`config.mk`:
```
export PLATFORM = sky130hd
export DESIGN_NAME = dm_arbiter
export DESIGN_NICKNAME = d
export VERILOG_FILES = /design/src/rtl/dm_arb_pkg.sv /design/src/rtl/dm_arb_pick.sv /design/src/rtl/dm_arbiter.sv
export SDC_FILE = /design/constraint.sdc
export NUM_CORES = 1
export LEC_CHECK = 0
export ABC_AREA = 1
export CAP_MARGIN = 20
export CORE_UTILIZATION = 45
export CTS_CLUSTER_DIAMETER = 120
export DETAILED_ROUTE_END_ITERATION = 16
export PLACE_DENSITY_LB_ADDON = 0.12
export SLEW_MARGIN = 40
export SYNTH_ARGS = -nofsm -noshare
export SYNTH_HDL_FRONTEND = slang
export SYNTH_SLANG_ARGS = --single-unit
```
`constraint.sdc`:
```
create_clock -name clk -period 4.3 [get_ports clk]
set_input_delay 0.645 -clock clk [delete_from_list [all_inputs] [get_ports clk]]
set_output_delay 0.645 -clock clk [all_outputs]
set_load 0.02 [all_outputs]
```
`src/rtl/dm_arb_pkg.sv`:
```
// Shared constants for the data-memory arbiter: FSM encoding, default widths,
// the highest implemented dm word address and the requester port ids.
package dm_arb_pkg;

  localparam int ADDR_W_DEF   = 16;
  localparam int DATA_W_DEF   = 32;
  localparam int MAX_ADDR_DEF = 65532;

  localparam logic [1:0] ST_IDLE  = 2'd0;
  localparam logic [1:0] ST_RD    = 2'd1;
  localparam logic [1:0] ST_WR_HI = 2'd2;
  localparam logic [1:0] ST_DONE  = 2'd3;

  localparam logic PORT_CPU = 1'b0;
  localparam logic PORT_DBG = 1'b1;

endpackage

```
`src/rtl/dm_arb_pick.sv`:
```
// Combinational winner select between the core (port 0) and debug loader (port 1).
// DM_ARB_RR_EN selects round-robin on ties; otherwise port 0 has strict priority.
module dm_arb_pick
  import dm_arb_pkg::*;
(
  input  logic req0,
  input  logic req1,
`ifdef DM_ARB_RR_EN
  input  logic last_grant,
`endif
  output logic gnt_vld,
  output logic gnt_id
);

  always_comb begin
    gnt_vld = req0 | req1;
    gnt_id  = PORT_CPU;
`ifdef DM_ARB_RR_EN
    // On a tie the port that was not served last time goes next.
    if (req0 && req1)
      gnt_id = ~last_grant;
    else if (req1)
      gnt_id = PORT_DBG;
`else
    if (!req0 && req1)
      gnt_id = PORT_DBG;
`endif
  end

endmodule

```
`src/rtl/dm_arbiter.sv`:
```
// Two-port request/acknowledge arbiter sharing one data memory between the core
// and the debug/DMA loader. Optional round-robin arbitration via DM_ARB_RR_EN.
module dm_arbiter
  import dm_arb_pkg::*;
#(
  parameter int ADDR_W   = ADDR_W_DEF,
  parameter int DATA_W   = DATA_W_DEF,
  parameter int MAX_ADDR = MAX_ADDR_DEF
) (
  input  logic              clk,
  input  logic              rst_f,
  input  logic              req0,
  input  logic              we0,
  input  logic [ADDR_W-1:0] addr0,
  input  logic [DATA_W-1:0] wdata0,
  output logic              ack0,
  output logic              err0,
  output logic [DATA_W-1:0] rdata0,
  input  logic              req1,
  input  logic              we1,
  input  logic [ADDR_W-1:0] addr1,
  input  logic [DATA_W-1:0] wdata1,
  output logic              ack1,
  output logic              err1,
  output logic [DATA_W-1:0] rdata1,
  output logic [ADDR_W-1:0] dm_read_addr,
  output logic [ADDR_W-1:0] dm_write_addr,
  output logic [DATA_W-1:0] dm_write_data,
  output logic              dm_we,
  input  logic [DATA_W-1:0] dm_read_data,
  output logic              busy
);

  localparam logic [ADDR_W-1:0] MAX_A = ADDR_W'(MAX_ADDR);

  logic [1:0]        state;
  logic [1:0]        state_nxt;
  logic              cur_port;
  logic              gnt_vld;
  logic              gnt_id;
  logic              sel_we;
  logic              sel_bad;
  logic [ADDR_W-1:0] sel_addr;
  logic [DATA_W-1:0] sel_wdata;

`ifdef DM_ARB_RR_EN
  logic last_grant;
`endif

  dm_arb_pick u_pick (
    .req0       (req0),
    .req1       (req1),
`ifdef DM_ARB_RR_EN
    .last_grant (last_grant),
`endif
    .gnt_vld    (gnt_vld),
    .gnt_id     (gnt_id)
  );

  always_comb begin
    sel_we    = (gnt_id == PORT_DBG) ? we1    : we0;
    sel_addr  = (gnt_id == PORT_DBG) ? addr1  : addr0;
    sel_wdata = (gnt_id == PORT_DBG) ? wdata1 : wdata0;
    sel_bad   = (sel_addr > MAX_A);
  end

  always_comb begin
    state_nxt = state;
    case (state)
      ST_IDLE: begin
        if (gnt_vld) begin
          if (sel_bad)
            state_nxt = ST_DONE;
          else if (sel_we)
            state_nxt = ST_WR_HI;
          else
            state_nxt = ST_RD;
        end
      end
      ST_RD, ST_WR_HI: state_nxt = ST_DONE;
      default:         state_nxt = ST_IDLE;
    endcase
  end

  always_ff @(posedge clk or negedge rst_f) begin
    if (!rst_f) begin
      state         <= ST_IDLE;
      busy          <= 1'b0;
      cur_port      <= PORT_CPU;
      ack0          <= 1'b0;
      ack1          <= 1'b0;
      err0          <= 1'b0;
      err1          <= 1'b0;
      rdata0        <= '0;
      rdata1        <= '0;
      dm_read_addr  <= '0;
      dm_write_addr <= '0;
      dm_write_data <= '0;
      dm_we         <= 1'b0;
`ifdef DM_ARB_RR_EN
      last_grant    <= PORT_DBG;
`endif
    end else begin
      state <= state_nxt;
      busy  <= (state_nxt != ST_IDLE);
      // ack/err are one-cycle strobes: only set on the edge entering DONE.
      ack0  <= 1'b0;
      ack1  <= 1'b0;
      err0  <= 1'b0;
      err1  <= 1'b0;
      case (state)
        ST_IDLE: begin
          if (gnt_vld) begin
            cur_port <= gnt_id;
`ifdef DM_ARB_RR_EN
            last_grant <= gnt_id;
`endif
            if (sel_bad) begin
              // Out-of-range: dm untouched, answer straight away with err.
              ack0 <= (gnt_id == PORT_CPU);
              ack1 <= (gnt_id == PORT_DBG);
              err0 <= (gnt_id == PORT_CPU);
              err1 <= (gnt_id == PORT_DBG);
            end else if (sel_we) begin
              dm_write_addr <= sel_addr;
              dm_write_data <= sel_wdata;
              dm_we         <= 1'b1;
            end else begin
              dm_read_addr <= sel_addr;
            end
          end
        end
        ST_RD: begin
          if (cur_port == PORT_DBG)
            rdata1 <= dm_read_data;
          else
            rdata0 <= dm_read_data;
          ack0 <= (cur_port == PORT_CPU);
          ack1 <= (cur_port == PORT_DBG);
        end
        ST_WR_HI: begin
          // Falling dm_we at this edge commits the write in dm.
          dm_we <= 1'b0;
          ack0  <= (cur_port == PORT_CPU);
          ack1  <= (cur_port == PORT_DBG);
        end
        default: ;
      endcase
    end
  end

endmodule
```
After elaboration in Yosys (flattened, before gate mapping)
Index checks and enable logic that the tools add are counted.
{"block": "word_totals", "memories": 0, "elab_cells": 56, "input_bits": 134, "latchBits": 0, "output_inout_bits": 134, "ff_bits": 137, "ramBits": 0, "rom_bits": 0}
{"block": "classes", "mux": 20, "bitwise_logic": 5, "n_lt_le_gt_ge": 1, "mul": 0, "reduce_logical": 12, "div_mod_pow": 0, "shifts": 0, "n_eq_ne": 5, "n_addsub": 0}
{"operator": "two-way mux 32 bit", "n": 1}
{"operator": "> comparator 16 bit (second input constant)", "n": 1}
{"operator": "two-way mux 16 bit", "n": 1}
{"operator": "AND reduction 4 bit", "n": 3}
{"operator": "two-way mux 1 bit", "n": 11}
{"operator": "two-way mux 2 bit", "n": 3}
{"operator": "!= test 2 bit (second input constant)", "n": 3}
{"operator": "case mux 1 bit (2 select lines)", "n": 3}
{"operator": "AND reduction 2 bit", "n": 3}
{"operator": "inverter 1 bit", "n": 4}
{"operator": "case mux 2 bit (2 select lines)", "n": 1}
{"operator": "nonzero test 2 bit", "n": 2}
{"operator": "equality test 2 x 1 -> 1 bit (second input constant)", "n": 1}
{"operator": "equality test 2 bit (second input constant)", "n": 1}
{"operator": "logical NOT 2 bit", "n": 1}
{"operator": "OR reduction 2 bit", "n": 1}
{"operator": "logical AND 1 bit", "n": 1}
{"operator": "logical NOT 1 bit", "n": 1}
{"operator": "bitwise OR 1 bit", "n": 1}

Longest topological paths before layout
Gate-level depths: netlist of the first run.
{"block": "logic_depth", "depth_word": 9, "mapped_depth": 15, "depth_no_buf": 13}

By module
Synthesis of the first run repeated with hierarchy kept, for this count alone.
{"block": "unflattened", "cells_unflattened": 754, "area_unflattened_um2": 5998.3}
{"module": "dm_arbiter", "instances": 1, "cells_each": 750, "seq_area_each_um2": 3428.3, "area_per_inst_um2": 5983.2}
{"module": "dm_arb_pick", "instances": 1, "cells_each": 4, "seq_area_each_um2": 0.0, "area_per_inst_um2": 15.0}

Worst setup path before layout of the first run
Ideal clock, no wire load.
{"block": "synth_path", "path_type": "input -> register", "start": "input port req0", "end": "register dm_write_data[10]", "setup_ps": 116, "required_time_ps": 4184, "arrival_ps": 1912, "path_slack_ps": 2271, "stages": 15, "n_path_buf": 3, "cell_sequence": "inv_2 -> nand2_2 -> buf_4 -> nand2_1 -> nand2_1 -> nor2_1 -> nand2_1 -> nor2_1 -> nand2_1 -> nand3_1 -> buf_4 -> inv_2 -> buf_6 -> nand2_1 -> nand2_1"}
{"block": "synth_via", "elab_chain_cells": 7, "elab_cells_between_ends": 10, "cone_classes": "order compare: 1; mux: 4; bitwise: 2; reduce/logical: 3"}
{"element": "from (decl)", "line_no": "dm_arbiter.sv:12", "rtl": "input logic req0,"}
{"element": "logical NOT 1 bit", "line_no": "dm_arb_pick.sv:25", "rtl": "if (!req0 && req1)"}
{"element": "logical AND 1 bit", "line_no": "dm_arb_pick.sv:25"}
{"element": "two-way mux 1 bit", "line_no": "dm_arb_pick.sv:25"}
{"element": "two-way mux 16 bit", "line_no": "dm_arbiter.sv:62", "rtl": "sel_addr = (gnt_id == PORT_DBG) ? addr1 : addr0;"}
{"element": "> comparator 16 bit", "line_no": "dm_arbiter.sv:64", "rtl": "sel_bad = (sel_addr > MAX_A);"}
{"element": "inverter 1 bit (no source line)"}
{"element": "AND reduction 4 bit (no source line)"}
{"element": "to (signal assigned)", "line_no": "dm_arbiter.sv:126", "rtl": "dm_write_data <= sel_wdata;"}
{"element": "to (decl)", "line_no": "dm_arbiter.sv:28", "rtl": "output logic [DATA_W-1:0] dm_write_data,"}
Several ways; a longest one is shown, not always the timed one.
A chain may end at the register's enable or synchronous reset.

Worst setup path after layout of the first run
{"block": "layout_path", "start": "input port req1", "end": "register dm_we"}
{"block": "layout_via", "elab_chain_cells": 6, "elab_cells_between_ends": 10, "cone_classes": "order compare: 1; eq/ne: 3; mux: 3; bitwise: 1; reduce/logical: 2"}
{"element": "from (decl)", "line_no": "dm_arbiter.sv:19", "rtl": "input logic req1,"}
{"element": "logical AND 1 bit", "line_no": "dm_arb_pick.sv:25"}
{"element": "two-way mux 1 bit", "line_no": "dm_arb_pick.sv:25"}
{"element": "two-way mux 16 bit", "line_no": "dm_arbiter.sv:62"}
{"element": "> comparator 16 bit", "line_no": "dm_arbiter.sv:64"}
{"element": "!= test 2 bit (no source line)"}
{"element": "AND reduction 4 bit (no source line) *"}
{"element": "to (signal assigned)", "line_no": "dm_arbiter.sv:99", "rtl": "dm_we <= 1'b0;"}
{"element": "to (signal assigned)", "line_no": "dm_arbiter.sv:127", "rtl": "dm_we <= 1'b1;"}
{"element": "to (signal assigned)", "line_no": "dm_arbiter.sv:143", "rtl": "dm_we <= 1'b0;"}
{"element": "to (decl)", "line_no": "dm_arbiter.sv:29", "rtl": "output logic dm_we,"}
Every way passes the cells marked *; elsewhere a longest branch is shown, timed or not.

==> metrics.csv, run 1 <==
stage,metric,value,unit
clock_network,Sink Count,137,
timing,Post-Route Skew,0.00656,ns
global_routing,first-pass GRT wire length,25.2,mm
clock_network,"CTS clk-pin slew, worst paths",0.05,ns
placement,pre-CTS WS,0.679,ns
route,initial DRC count,415,
pwr,Int Power,4290,µW
pwr,Comb pwr share,46.2,%
timing,RSZ-0062 raised after global routing,false,
placement,cell area after placement,8740,µm²
job,Max-cap violations,0,
timing,post-layout minimum cycle time,3.29,ns
global_routing,overflow left after global routing,0,
pwr,maximum vdd drop,0.466,mV
clock_network,CTS Buf Count,17,
clock_network,cts hold-fix bufs,0,
synthesis,sequential-to-total area share from yosys stat,57.4,%
timing,worst slew pin tran,0.634,ns
route,post-route ant nets,0,
critical_path,crit path max fanout,39,
floorplan,die area,13700,µm²
route,final WL,16.4,mm
global_routing,initial antenna violation count,0,
pwr,Reg power frac,32.5,%
pwr,Pwr Total,6860,µW
cells_and_area,final antenna diode count,0,
clock_network,Post-CTS Setup Inserts,0,
clock_network,Clock Path Buffers,2,
synthesis,synthesized area per cell,8.07,µm²
critical_path,critical path's largest stage delay,0.85,ns
floorplan,Initial Util,46.8,%
timing,final setup fails,0,
timing,final cycle utilization of the critical path,76.5,%
critical_path,CP Cell Sequence,clkdlybuf4s50_1 > nand2_2 > nand2_1 > nand2_1 > nor2_1 > nand2_1 > nor2_1 > nand2_1 > nand3_2 > buf_4 > nand2_1 > nand2_1 > inv_1,
clock_network,root buffer cell,clkbuf_16,
cells_and_area,fill count,951,
pwr,PD cells,732,nW/µm²
synthesis,Syn Nets,878,
timing,Final Hold Viols,0,
floorplan,chip width,117,µm
hold_path,Min-Delay Path Class,in -> async,
cells_and_area,synthesis-to-finish area growth,57.0,%
clock_network,clk_lat worst skew,0.41,ns
critical_path,Worst EP arrival,3.59,ns
synthesis,largest area contributor in the netlist,dfrtp_1,
global_routing,largest net degree at the start of global routing,113,
critical_path,CP most frequent cell,nand2_1,
cells_and_area,fin util,73.4,%
pwr,clock network power share,21.3,%
route,Vias,5539,
global_routing,Tot GR Track Use,24.3,%
run_status,status,completed,
synthesis,main area contributors after synthesis,"dfrtp_1 (57%), nand2_1 (22%), o21ai_0 (6.5%)",
cells_and_area,Nets,1136,
critical_path,CP bufs+invs,3,
critical_path,worst r2r src,state[0],
critical_path,Crit path max-delay family,simple AND/OR/NAND/NOR gates,
timing,setup TNS,0,ns
floorplan,Die H,117,µm
route,vias per inst,4.68,
placement,# port buffers,267,
synthesis,Synth cell types,22,
synthesis,Seq cells post-synth,137,
placement,Post-DP HPWL,11.6,mm
cells_and_area,"commonest non-fill, non-tap cell in the layout",nand2_1,
floorplan,IO Pins,268,
critical_path,"Slowest-stage cell, CP",clkdlybuf4s50_1,
synthesis,Ys Warns,0,
synthesis,gate count of the mapped netlist,740,
cells_and_area,layout cells sized above 1,4.45,%
timing,Slew Limit Headroom,57.7,%
floorplan,FP Rows,41,
pwr,Sw Ratio,37.5,%
timing,slack of the critical path,1.01,ns
cells_and_area,final instance area,9380,µm²
critical_path,Setup CP Type,in -> reg,
placement,routability congestion estimate,0.820,
clock_network,Post-CTS Resized,0,
pwr,Static Leak,0.00470,µW
cells_and_area,most frequent cells in the layout,"nand2_1 (347), clkdlybuf4s50_1 (266), dfrtp_1 (137)",
floorplan,Core Area,12800,µm²
route,First-pass DRT Iterations,5,
critical_path,worst setup path start,req1,
synthesis,area of the mapped netlist,5970,µm²
clock_network,CTS tree,yes,
critical_path,CP Launch Type,primary input,
route,DRC viols,0,
clock_network,CTS H-tree lvls,4,
global_routing,via count of the first global-routing pass,5101,
pwr,P_sw,2580,µW
timing,Max Slew Vio Count,0,
timing,Max Freq,0.304,GHz
synthesis,top cell type's share of synthesized area,57.4,%
route,Routed WL per cell,13.9,µm
critical_path,Crit path required time,4.61,ns
critical_path,Critical Path Sink Type,register,
logic make-up after synthesis:
| group | after synthesis | share of synthesized area, % |
|---|---|---|
| flip-flops | 137 | 57.4 |
| AND/OR/NAND/NOR | 388 | 25.3 |
| AO/OA/AOI/OAI | 101 | 8.53 |
| adder cells (fa/ha/maj) | 4 | 0.838 |
| multiplexers | 1 | 0.168 |
| buffers and inverters | 109 | 7.77 |
final cells by class:
type | count | area (µm²) | area share, %
flip-flops and latches | 137 | 3430 | 36.6
clock inverters | 6 | 85.1 | 0.907
clock buffers | 26 | 519 | 5.54
well taps | 172 | 215 | 2.30
multi-input cells | 494 | 2100 | 22.4
inverters | 74 | 278 | 2.96
repair buffers | 274 | 2750 | 29.3
worst reg2reg max path: cells and delay by family, from the launching register on:
kind / cells / cell delay [ns]
and+or+nand+nor: 3 / 0.50
buffers and inverters: 2 / 0.61
adders and majority gates: 1 / 0.26
DFF: 1 / 0.40
state kept, by name, summed over array words and instances, names as in the netlist:
signal         count
err1               1
ack1               1
dm_read_addr      16
rdata1            32
err0               1
busy               1
rdata0            32
dm_write_addr     16
dm_write_data     32
cur_port           1
state              2
dm_we              1
ack0               1
worst paths after layout:
kind	slack, ns	to	cells past startpoint
setup / recovery	1.01	dm_we	13
hold / removal	0.15	rdata0[17]	1
setup reg to reg	2.48	dm_write_data[23]	6
hold reg to reg	0.48	dm_write_data[6]	2
max in group asynchronous	3.45	rdata1[28]	2
min in group clk	0.48	dm_write_data[6]	2
power groups by stage:
| stage | logic [µW] | clock network, µW | registers, µW |
|---|---|---|---|
| 2_1_floorplan | 863 | 0 | 2950 |
| 3_3_place_gp | 3140 | 0 | 2230 |
| 3_5_place_dp | 3190 | 0 | 2240 |
| 4_1_cts | 3210 | 1480 | 2230 |
| 5_1_grt | 3450 | 1530 | 2300 |
| 6_report | 3170 | 1460 | 2230 |
cells in the mapped netlist, drive strengths merged:
cell / n
nand3: 7
nor2: 19
nand4: 3
ha: 4
o21ai: 96
nand2: 350
nand3b: 9
o21bai: 1
a21oi: 3
clkbuf: 16
mux2i: 1
buf: 19
inv: 74
dfrtp: 137
a31oi: 1
metrics by stage:
| step | std cells | hold slack (ns) |
|---|---|---|
| floorplan | 740 | 0.349 |
| global placement | 1150 | 0.461 |
| detailed placement | 1150 | 0.465 |
| CTS | 1182 | 0.330 |
| global route | 1183 | 0.156 |
| finish | 1183 | 0.151 |
layer usage:
metal	track usage [%]	wire length, µm
met1	30.9	7070
met2	39.6	7730
met3	7.26	1270
met4	8.69	343
met5	0	0
Power figures use the tool's default switching activity.
==> run 2: changes to the inputs <==
Settings changed: CORE_UTILIZATION 45 to 42.
Clock period 4.3 ns to 3.2 ns, I/O delays scaled along.
==> metrics.csv, run 2 (synthesis results as in run 1) <==
stage,metric,value,unit
clock_network,Post-CTS Setup Inserts,0,
route,Routed WL per cell,14.0,µm
cells_and_area,most frequent cells in the layout,"nand2_1 (347), clkdlybuf4s50_1 (266), dfrtp_1 (137)",
floorplan,Initial Util,43.0,%
pwr,Pwr Total,9250,µW
cells_and_area,fill count,1153,
clock_network,root buffer cell,clkbuf_16,
pwr,Comb pwr share,46.2,%
cells_and_area,final antenna diode count,0,
global_routing,largest net degree at the start of global routing,77,
timing,Final Hold Viols,0,
timing,Post-Route Skew,0.00785,ns
cells_and_area,biggest regs,"dm_write_data (32), rdata0 (32), rdata1 (32)",
cells_and_area,synthesis-to-finish area growth,57.5,%
floorplan,die area,14700,µm²
route,post-route ant nets,0,
critical_path,CP Launch Type,primary input,
critical_path,Crit path required time,3.56,ns
critical_path,worst r2r src,state[0],
job,Max-cap violations,0,
pwr,Int Power,5690,µW
timing,setup TNS,0,ns
global_routing,initial antenna violation count,0,
timing,final cycle utilization of the critical path,83.9,%
cells_and_area,Nets,1139,
global_routing,Tot GR Track Use,23.8,%
clock_network,"CTS clk-pin slew, worst paths",0.06,ns
clock_network,clk_lat worst skew,0.43,ns
timing,Slew Limit Headroom,52.6,%
placement,Post-DP HPWL,11.9,mm
critical_path,Setup CP Type,in -> reg,
clock_network,CTS H-tree lvls,4,
timing,worst slew pin tran,0.711,ns
floorplan,IO Pins,268,
pwr,PD cells,983,nW/µm²
clock_network,CTS Buf Count,17,
timing,post-layout minimum cycle time,2.69,ns
run_status,status,completed,
timing,RSZ-0062 raised after global routing,false,
route,First-pass DRT Iterations,5,
critical_path,r2r setup slk,1.40,ns
cells_and_area,"commonest non-fill, non-tap cell in the layout",nand2_1,
critical_path,Worst Reg-to-Reg Cells,8,
clock_network,CTS tree,yes,
route,Vias,5561,
pwr,clock network power share,21.4,%
route,DRC viols,0,
cells_and_area,layout cells sized above 1,5.03,%
clock_network,cts hold-fix bufs,0,
floorplan,FP Rows,43,
pwr,Reg power frac,32.3,%
timing,final setup fails,0,
clock_network,Clock Path Buffers,2,
pwr,maximum vdd drop,0.431,mV
route,vias per inst,4.66,
floorplan,Core Area,13900,µm²
timing,Max Freq,0.372,GHz
global_routing,overflow left after global routing,0,
critical_path,crit path max fanout,32,
placement,# port buffers,267,
pwr,Sw Ratio,38.5,%
floorplan,Die H,121,µm
critical_path,Critical Path Sink Type,register,
critical_path,worst setup path start,req0,
route,final WL,16.7,mm
floorplan,chip width,121,µm
clock_network,Sink Count,137,
hold_path,Min-Delay Path Class,in -> async,
timing,Max Slew Vio Count,0,
placement,routability congestion estimate,0.813,
route,initial DRC count,423,
global_routing,first-pass GRT wire length,26.7,mm
critical_path,Worst R2R End,dm_read_addr[15],
clock_network,Post-CTS Resized,0,
global_routing,via count of the first global-routing pass,5306,
pwr,P_sw,3560,µW
pwr,Static Leak,0.00471,µW
critical_path,Critical Path End,dm_write_data[30],
critical_path,Worst EP arrival,3.04,ns
==> run 2: changes by cell type in the layout (fill, tap and decap cells not counted), moves of 2 or more <==
cell	previous run	this run
clkbuf_8	6	1
inv_6	0	5
clkbuf_1	3	0
buf_12	0	2
buf_4	6	8
clkinv_2	2	0
clkinv_4	0	2
clkinvlp_4	2	4
==> run 2: per-stage QoR <==
step / instance area, µm² / std cells / hold slack, ns / setup slack [ns] / util (%)
floorplan: 5970 / 740 / 0.184 / 1.34 / -
global placement: 8800 / 1162 / 0.461 / 0.228 / 63.4
detailed placement: 8810 / 1162 / 0.464 / 0.0988 / 63.4
CTS: 9410 / 1194 / 0.0972 / 0.510 / 67.8
global route: 9410 / 1194 / 0.128 / 0.264 / 67.8
finish: 9410 / 1194 / 0.0643 / 0.515 / 67.8
==> run 2: worst max-delay path, stage by stage <==
cell and delay [ns]:
clkdlybuf4s50_1 0.55, inv_2 0.14, nand2_2 0.45, nand2_1 0.11, nand2_1 0.15, nand2_1 0.10, nand2_1 0.08, nor2_1 0.05
nand2_1 0.13, nand3_2 0.18, inv_2 0.08, buf_4 0.33, nand2_1 0.11, nand2_1 0.09
==> run 2: power groups by stage <==
stage	clock (µW)	sequential [µW]	combinational (µW)
6_report	1980	2990	4280
5_1_grt	2090	3090	4650
4_1_cts	2010	2990	4330
3_5_place_dp	0	3000	4310
3_3_place_gp	0	2990	4250
2_1_floorplan	0	3960	1160
==> run 2: area by class of cell <==
cell class	count	area [µm²]	share of cell area [%]
sequential	137	3430	36.4
timing repair buffer	277	2770	29.5
multi-input combinational	494	2100	22.3
clock buffer	18	439	4.67
inverter	74	278	2.95
tap	180	225	2.39
clock inverter	14	163	1.73
==> run 2: worst min path at each step <==
| stage | slack (ns) | cells past startpoint | startpoint | end |
|---|---|---|---|---|
| global route | 0.13 | 1 | rst_f | dm_write_data[20] |
| finish | 0.06 | 1 | rst_f | dm_write_data[20] |
| global placement | 0.46 | 2 | dm_write_data[22] | dm_write_data[22] |
| CTS | 0.1 | 1 | rst_f | dm_write_data[20] |
| detailed placement | 0.46 | 2 | dm_write_data[31] | dm_write_data[31] |
| floorplan | 0.18 | 0 | rst_f | ack0 |
==> run 2: per-layer routing <==
layer	GRT usage, %	share of wire (%)	vias to the layer above
met2	38.6	48	203
li1	-	-	2797
met3	5.97	7.4	34
met1	30.2	42	2527
met4	10.2	2.6	0
met5	0	0	-
